File: src/rtl/if_decode.sv
// ---------------------------------------------------------------------------
// if_decode
// Instruction fetch and pre-decode stage. Issues one fetch request at a time
// to instruction memory, holds the returned word for the downstream stage
// with a valid/ready handshake, and classifies its opcode into one-hot
// instruction-class flags for the main control decoder. Branch/jump
// redirects from the datapath squash any in-flight or held instruction.
//
// Ports
//   clk          in   1   clock, all state updates on the rising edge
//   rst_n        in   1   asynchronous active-low reset
//   imem_req     out  1   fetch request, held until imem_ack
//   imem_addr    out  32  fetch address, stable while imem_req is high
//   imem_ack     in   1   memory acknowledge, imem_rdata valid same cycle
//   imem_rdata   in   32  fetched instruction word
//   inst_valid   out  1   held instruction is presented downstream
//   inst_ready   in   1   downstream consume strobe
//   redirect     in   1   taken branch/jump
//   redirect_pc  in   32  new fetch address, sampled with redirect
//   inst         out  32  held instruction word
//   pc_out       out  32  address of the held instruction
//   Rtype..jump  out  1   one-hot instruction-class flags
//   illegal      out  1   unsupported opcode
// ---------------------------------------------------------------------------
module if_decode #(
    parameter logic [31:0] RESET_PC = 32'h0000_0000
) (
    input  logic        clk,
    input  logic        rst_n,
    output logic        imem_req,
    output logic [31:0] imem_addr,
    input  logic        imem_ack,
    input  logic [31:0] imem_rdata,
    output logic        inst_valid,
    input  logic        inst_ready,
    input  logic        redirect,
    input  logic [31:0] redirect_pc,
    output logic [31:0] inst,
    output logic [31:0] pc_out,
    output logic        Rtype,
    output logic        ori,
    output logic        addiu,
    output logic        lw,
    output logic        sw,
    output logic        beq,
    output logic        jump,
    output logic        illegal
);

    typedef enum logic [1:0] {
        IDLE  = 2'd0,
        FETCH = 2'd1,
        HOLD  = 2'd2
    } state_t;

    state_t      state_q, state_d;
    logic [31:0] fetchPc_q, fetchPc_d;
    logic        squash_q, squash_d;
    logic [31:0] squashPc_q, squashPc_d;
    logic [31:0] inst_q, inst_d;
    logic [31:0] pcOut_q, pcOut_d;
    // Flag order: {Rtype, ori, addiu, lw, sw, beq, jump, illegal}
    logic [7:0]  flags_q, flags_d;
    logic [7:0]  decFlags;

    // Classify the word arriving from memory so the flags can be captured
    // together with the instruction.
    always_comb begin
        case (imem_rdata[31:26])
            6'b000000: decFlags = 8'b1000_0000;
            6'b001101: decFlags = 8'b0100_0000;
            6'b001001: decFlags = 8'b0010_0000;
            6'b100011: decFlags = 8'b0001_0000;
            6'b101011: decFlags = 8'b0000_1000;
            6'b000100: decFlags = 8'b0000_0100;
            6'b000010: decFlags = 8'b0000_0010;
            default:   decFlags = 8'b0000_0001;
        endcase
    end

    // Next-state logic. A redirect seen while a request is outstanding
    // cannot move imem_addr, so it is parked in squashPc until the ack
    // arrives; a redirect coinciding with an ack supersedes any parked one.
    always_comb begin
        state_d    = state_q;
        fetchPc_d  = fetchPc_q;
        squash_d   = squash_q;
        squashPc_d = squashPc_q;
        inst_d     = inst_q;
        pcOut_d    = pcOut_q;
        flags_d    = flags_q;
        case (state_q)
            IDLE: begin
                state_d   = FETCH;
                fetchPc_d = RESET_PC;
            end
            FETCH: begin
                if (imem_ack) begin
                    if (redirect) begin
                        fetchPc_d = redirect_pc;
                        squash_d  = 1'b0;
                    end else if (squash_q) begin
                        fetchPc_d = squashPc_q;
                        squash_d  = 1'b0;
                    end else begin
                        inst_d  = imem_rdata;
                        pcOut_d = fetchPc_q;
                        flags_d = decFlags;
                        state_d = HOLD;
                    end
                end else if (redirect) begin
                    squash_d   = 1'b1;
                    squashPc_d = redirect_pc;
                end
            end
            HOLD: begin
                // Flags are cleared on exit so they are never high
                // while inst_valid is low.
                if (redirect) begin
                    fetchPc_d = redirect_pc;
                    flags_d   = 8'h00;
                    state_d   = FETCH;
                end else if (inst_ready) begin
                    fetchPc_d = pcOut_q + 32'd4;
                    flags_d   = 8'h00;
                    state_d   = FETCH;
                end
            end
            default: begin
                state_d = IDLE;
            end
        endcase
    end

    // State registers with asynchronous reset; imem_req is decoded from
    // state_q so it drops as soon as reset is asserted.
    always_ff @(posedge clk or negedge rst_n) begin
        if (!rst_n) begin
            state_q    <= IDLE;
            fetchPc_q  <= RESET_PC;
            squash_q   <= 1'b0;
            squashPc_q <= RESET_PC;
            inst_q     <= 32'h0;
            pcOut_q    <= 32'h0;
            flags_q    <= 8'h00;
        end else begin
            state_q    <= state_d;
            fetchPc_q  <= fetchPc_d;
            squash_q   <= squash_d;
            squashPc_q <= squashPc_d;
            inst_q     <= inst_d;
            pcOut_q    <= pcOut_d;
            flags_q    <= flags_d;
        end
    end

    assign imem_req   = (state_q == FETCH);
    assign imem_addr  = fetchPc_q;
    assign inst_valid = (state_q == HOLD);
    assign inst       = inst_q;
    assign pc_out     = pcOut_q;
    assign Rtype      = flags_q[7];
    assign ori        = flags_q[6];
    assign addiu      = flags_q[5];
    assign lw         = flags_q[4];
    assign sw         = flags_q[3];
    assign beq        = flags_q[2];
    assign jump       = flags_q[1];
    assign illegal    = flags_q[0];

endmodule

File: config.mk
export PLATFORM = sky130hd
export DESIGN_NAME = if_decode
export DESIGN_NICKNAME = d
export VERILOG_FILES = /design/src/rtl/if_decode.sv
export SDC_FILE = /design/constraint.sdc
export NUM_CORES = 1
export LEC_CHECK = 0
export CORE_UTILIZATION = 35
export CTS_BUF_LIST = sky130_fd_sc_hd__clkbuf_8
export DETAILED_ROUTE_END_ITERATION = 12
export SYNTH_ARGS = -nofsm -noshare
export SYNTH_HDL_FRONTEND = slang
export SYNTH_SLANG_ARGS = --single-unit
File: constraint.sdc
create_clock -name clk -period 2.4 [get_ports clk]
set_input_delay 0.48 -clock clk [delete_from_list [all_inputs] [get_ports clk]]
set_output_delay 0.48 -clock clk [all_outputs]
set_load 0.01 [all_outputs]
After elaboration in Yosys (flattened, before gate mapping)
Index checks and enable logic that the tools add are counted.

Bits in registers: 139. Logic and storage cells: 56.

Add/sub/neg operators: 1. Equal/unequal tests: 13. Multiplexer cells: 21. Bitwise logic cells: 3. Reduce and logical (&&, ||, !) cells: 11.

Operator list (number): 32-bit 2-to-1 mux (5); 32-bit one-hot mux with 3 select lines (1); 8-bit one-hot mux with 7 select lines (1); 8-bit 2-to-1 mux (5); 32-bit by 3-bit adder with 32-bit output, second input constant (1); 8-bit one-hot mux with 2 select lines (1); 6-bit by 4-bit == test with 1-bit output, second input constant (2); 6-bit == test, second input constant (2); 4-bit AND reduction (3); 2-bit 2-to-1 mux (5); 6-bit by 2-bit == test with 1-bit output, second input constant (1); 6-bit by 3-bit == test with 1-bit output, second input constant (1); 6-bit logical NOT (1); 3-bit by 1-bit != test with 1-bit output, second input constant (2); 2-bit one-hot mux with 3 select lines (1); 5-bit AND reduction (1); 2-bit != test, second input constant (2); 2-bit nonzero test (2); 1-bit NOT (3); 3-bit AND reduction (1); 3-bit nonzero test (1); 2-bit by 1-bit == test with 1-bit output, second input constant (1); 2-bit == test, second input constant (1); 2-bit logical NOT (1); other kinds (3) (4).

Depth between registers and ports, before layout
Depth in word-level cells: 6. Mapped depth: 9.

Least setup slack after synthesis
OpenSTA, ideal clock, no wires.

Kind: flip-flop to flip-flop. Start point: register pcOut_q[2] (netlist: pc_out[2]). End point: register fetchPc_q[28] (netlist: imem_addr[28]). Data arrival time: 2.109 ns. Required time: 2.331 ns. Setup slack: 0.223 ns. Stages on the path, launching flop included: 7. Buffers on the path: 1. Period minus slack after synthesis: 2.177 ns. Cells stage by stage: dfrtp_1 > ha_1 > nand4_1 > or4_4 > buf_6 > or4_1 > nand3_1.

Longest elaborated chain between the ends: 4.

RTL lines: start: declaration (line 61) `logic [31:0] pcOut_q, pcOut_d;`; start signal: assignment (line 152) `pcOut_q <= pcOut_d;`; 32-bit by 3-bit adder with 32-bit output (line 124) `fetchPc_d = pcOut_q + 32'd4;`; 32-bit 2-to-1 mux (line 123) `end else if (inst_ready) begin`; 32-bit 2-to-1 mux (line 119) `if (redirect) begin`; 32-bit one-hot mux with 3 select lines (line 92) `case (state_q)`; end signal: assignment (line 148) `fetchPc_q <= fetchPc_d;`; end: declaration (line 57) `logic [31:0] fetchPc_q, fetchPc_d;`.

Every way passes these cells. The select of a mux whose other input is x is not followed. A chain may end at the register's enable or synchronous reset.

Final worst setup path
Start point: register pcOut_q[3] (netlist: pc_out[3]). End point: register fetchPc_q[30] (netlist: imem_addr[30]).

Same word-level chain as after synthesis.

==> out/metrics.csv <==
stage;metric;value;unit
outcome;status;complete, no violations;
timing;final max-slew violation count;0;
clock_tree;CTS Sinks;139;
floorplan;core footprint;0.0188;mm²
finish;share of post-route cells with drive strength above 1;17.2;%
yosys;Mapped Nets;652;
routing;WL final;19100;µm
routing;Detail Route Antenna Nets;0;
placement;placed inst area;0.00889;mm²
yosys;post-synthesis cell count;578;
clock_tree;cts bufs inserted;17;
yosys;Most used DFF post-synth;dfrtp_1;
routing;vias;5515;
clock_tree;clock latency on the worst-skew pair;440;ps
clock_tree;Max Buffers Root-to-Sink;2;
routing;Residual DRC;0;
global_route;first-pass GRT wire length;30400;µm
finish;nets;837;
routing;router iterations before antenna repair;4;
global_route;grt total ovfl;0;
timing;Fin. Hold Viols;0;
timing;worst slew pin tran;572;ps
floorplan;die area;0.0198;mm²
floorplan;die height;141;µm
worst_setup_path;crit-path max cell delay;660;ps
finish;P&R area growth vs syn;38.2;%
worst_setup_path;critical path class;reg2reg;
yosys;Syn Area/Cell;11.7;µm²
timing;clock skew;14.2;ps
placement;Placer Congestion;0.846;
timing;fin crit share;94.1;%
worst_setup_path;critical path endpoint category;flip-flop;
floorplan;Initial Utilization;35.9;%
worst_setup_path;worst path cell trace;ha_1 > nand4_1 > or4_4 > or4b_1 > nand3_1;
clock_tree;CTS tree;built;
floorplan;chip width;141;µm
global_route;initial antenna violation count;1;
worst_setup_path;worst path required time;2770;ps
clock_tree;CTS root buf;clkbuf_8;
job;max_cap viols;0;
yosys;Async S/R FF share, synth;100;%
yosys;post-synthesis sequential area ratio;51.6;%
clock_tree;Clock transition at path regs;80;ps
placement;Inst Count DP;977;
timing;f_max;443;MHz
pwr;P_leak;3.87;nW
pwr;Max IR drop VDD;0.607;mV
pwr;Power Total;11.4;mW
clock_tree;Post-CTS Setup Inserts;0;
placement;Port Buffers;174;
finish;final instance area;0.00932;mm²
routing;DR iter-0 viols;311;
floorplan;FP Rows;50;
yosys;Seq cells post-synth;139;
pwr;Pwr Density;1230;mW/mm²
worst_setup_path;CP startpoint kind;flip-flop;
yosys;Synth Cell Area;0.00674;mm²
worst_setup_path;Arr. time, crit path;2630;ps
timing;RSZ-0062 raised after global routing;false;
yosys;Yosys warnings;0;
timing;worst hold margin;486;ps
timing;Max-slew headroom;61.5;%
clock_tree;H-tree levels;4;
global_route;number of global-route vias before repair;5630;
routing;Via density;5.46;
floorplan;IO Count;175;
routing;wire per inst;18.9;µm
min_path;min-delay worst type;reg2reg;
timing;min Tclk post-route;2260;ps
yosys;Synth cell types;59;
finish;Layout fillers;1669;
worst_setup_path;crit-path max FO;15;
yosys;EDFF count, synth;0;
timing;Fin Setup TNS;0;ps
timing;Final setup viols;0;
finish;Finished Layout Cells;1010;
global_route;total track usage;19.7;%
global_route;largest net degree at the start of global routing;52;
worst_setup_path;critical path's slowest cell;or4_4;
placement;DP HPWL;13800;µm
[cells in the mapped netlist, types with 6 or more instances]
master / count / area, µm²
a21oi_1: 29 / 145
a32o_1: 11 / 110
buf_1: 13 / 48.8
buf_2: 7 / 35.0
clkbuf_1: 19 / 71.3
dfrtp_1: 139 / 3480
inv_1: 6 / 22.5
mux2_1: 35 / 394
mux2_2: 60 / 676
mux2i_1: 16 / 160
nand2_1: 31 / 116
nand3_1: 24 / 120
nand3b_1: 16 / 120
nand4_1: 13 / 81.3
nor2_1: 17 / 63.8
o211ai_1: 28 / 210
o21ai_1: 6 / 30.0
o22ai_1: 8 / 50.1
or4_1: 17 / 128
xnor2_1: 8 / 70.1
[sequential cells by signal, indices dropped and copies added (netlist names)]
register,count
flags_q,8
imem_addr,32
inst,32
pc_out,32
squashPc_q,32
squash_q,1
state_q,2
[final cells by class]
cell class	instances	area, µm²	share of cell area, %
Sequential cell	139	3480	37.3
Multi-Input combinational cell	391	3090	33.2
Timing Repair Buffer	207	2030	21.8
Clock buffer	22	303	3.25
Tap cell	234	293	3.14
Clock inverter	9	95.1	1.02
Inverter	7	26.3	0.282
Antenna cell	1	2.50	0.0269
[power by group]
| part | internal (mW) | switching, mW |
|---|---|---|
| combinational | 2.79 | 2.41 |
| sequential | 3.40 | 0.929 |
| clock | 1.04 | 0.855 |
| total | 7.23 | 4.19 |
[layout by cell type, fill, tap and decap left out, types with 17 or more instances in the layout]
master / n
clkdlybuf4s50_1: 170
dfrtp_1: 139
mux2_2: 60
mux2_1: 35
nand2_1: 31
a21oi_1: 29
o211ai_1: 28
buf_4: 28
nand3_1: 24
clkbuf_8: 22
or4_1: 17
[repair_timing]
action                                 in CTS  in global routing
endpoints found under the hold margin      31                  0
setup endpoints to repair                   2                  9
resized for setup                           5                  1
cloned                                      0                  0
hold buffers                                1                  0
[worst paths after layout]
kind / startpoint / endpoint / slack, ps / depth (start not counted)
setup / recovery: pc_out[3] / imem_addr[30] / 140 / 5
hold reg to reg: inst[11] / inst[11] / 490 / 1
setup reg to reg: pc_out[3] / imem_addr[30] / 140 / 5
min in group asynchronous: rst_n / squashPc_q[31] / 560 / 2
hold / removal: inst[11] / inst[11] / 490 / 1
max in group asynchronous: rst_n / pc_out[7] / 1120 / 3
[metrics by stage]
step / worst slack [ps] / utilization (%)
global route: 57.7 / 49.7
detailed placement: -146 / 47.4
CTS: 134 / 49.6
floorplan: 223 / -
global placement: -7.43 / 47.4
finish: 141 / 49.7
[kinds of logic (layout without fill, tap and decap cells)]
logic type               Yosys count  count (layout)  synth area share, %
AND/OR/NAND/NOR                  145             145                 12.4
buffers and inverters             48             245                 3.03
other                              0               1                    0
multiplexers                     111             111                 18.2
adder cells (fa/ha/maj)            5               5                0.928
XOR/XNOR                          12              12                 1.56
AO/OA/AOI/OAI                    118             118                 12.3
flip-flops                       139             139                 51.6
[worst max-delay path, delay by kind of cell, from the launching register on]
kind | cells | cell delay (ps)
adder cells (fa/ha/maj) | 1 | 250
flip-flops | 1 | 480
AND/OR/NAND/NOR | 4 | 1470
[routing by layer]
| layer | GRT usage [%] | up-vias | part of all wire, % |
|---|---|---|---|
| met5 | 0 | - | 0 |
| met4 | 6.06 | 0 | 1.8 |
| met3 | 5.98 | 21 | 6.8 |
| met2 | 32.3 | 186 | 47 |
| met1 | 25.0 | 2748 | 44 |
| li1 | - | 2560 | - |
No activity file was read; power rests on OpenSTA's default activity.
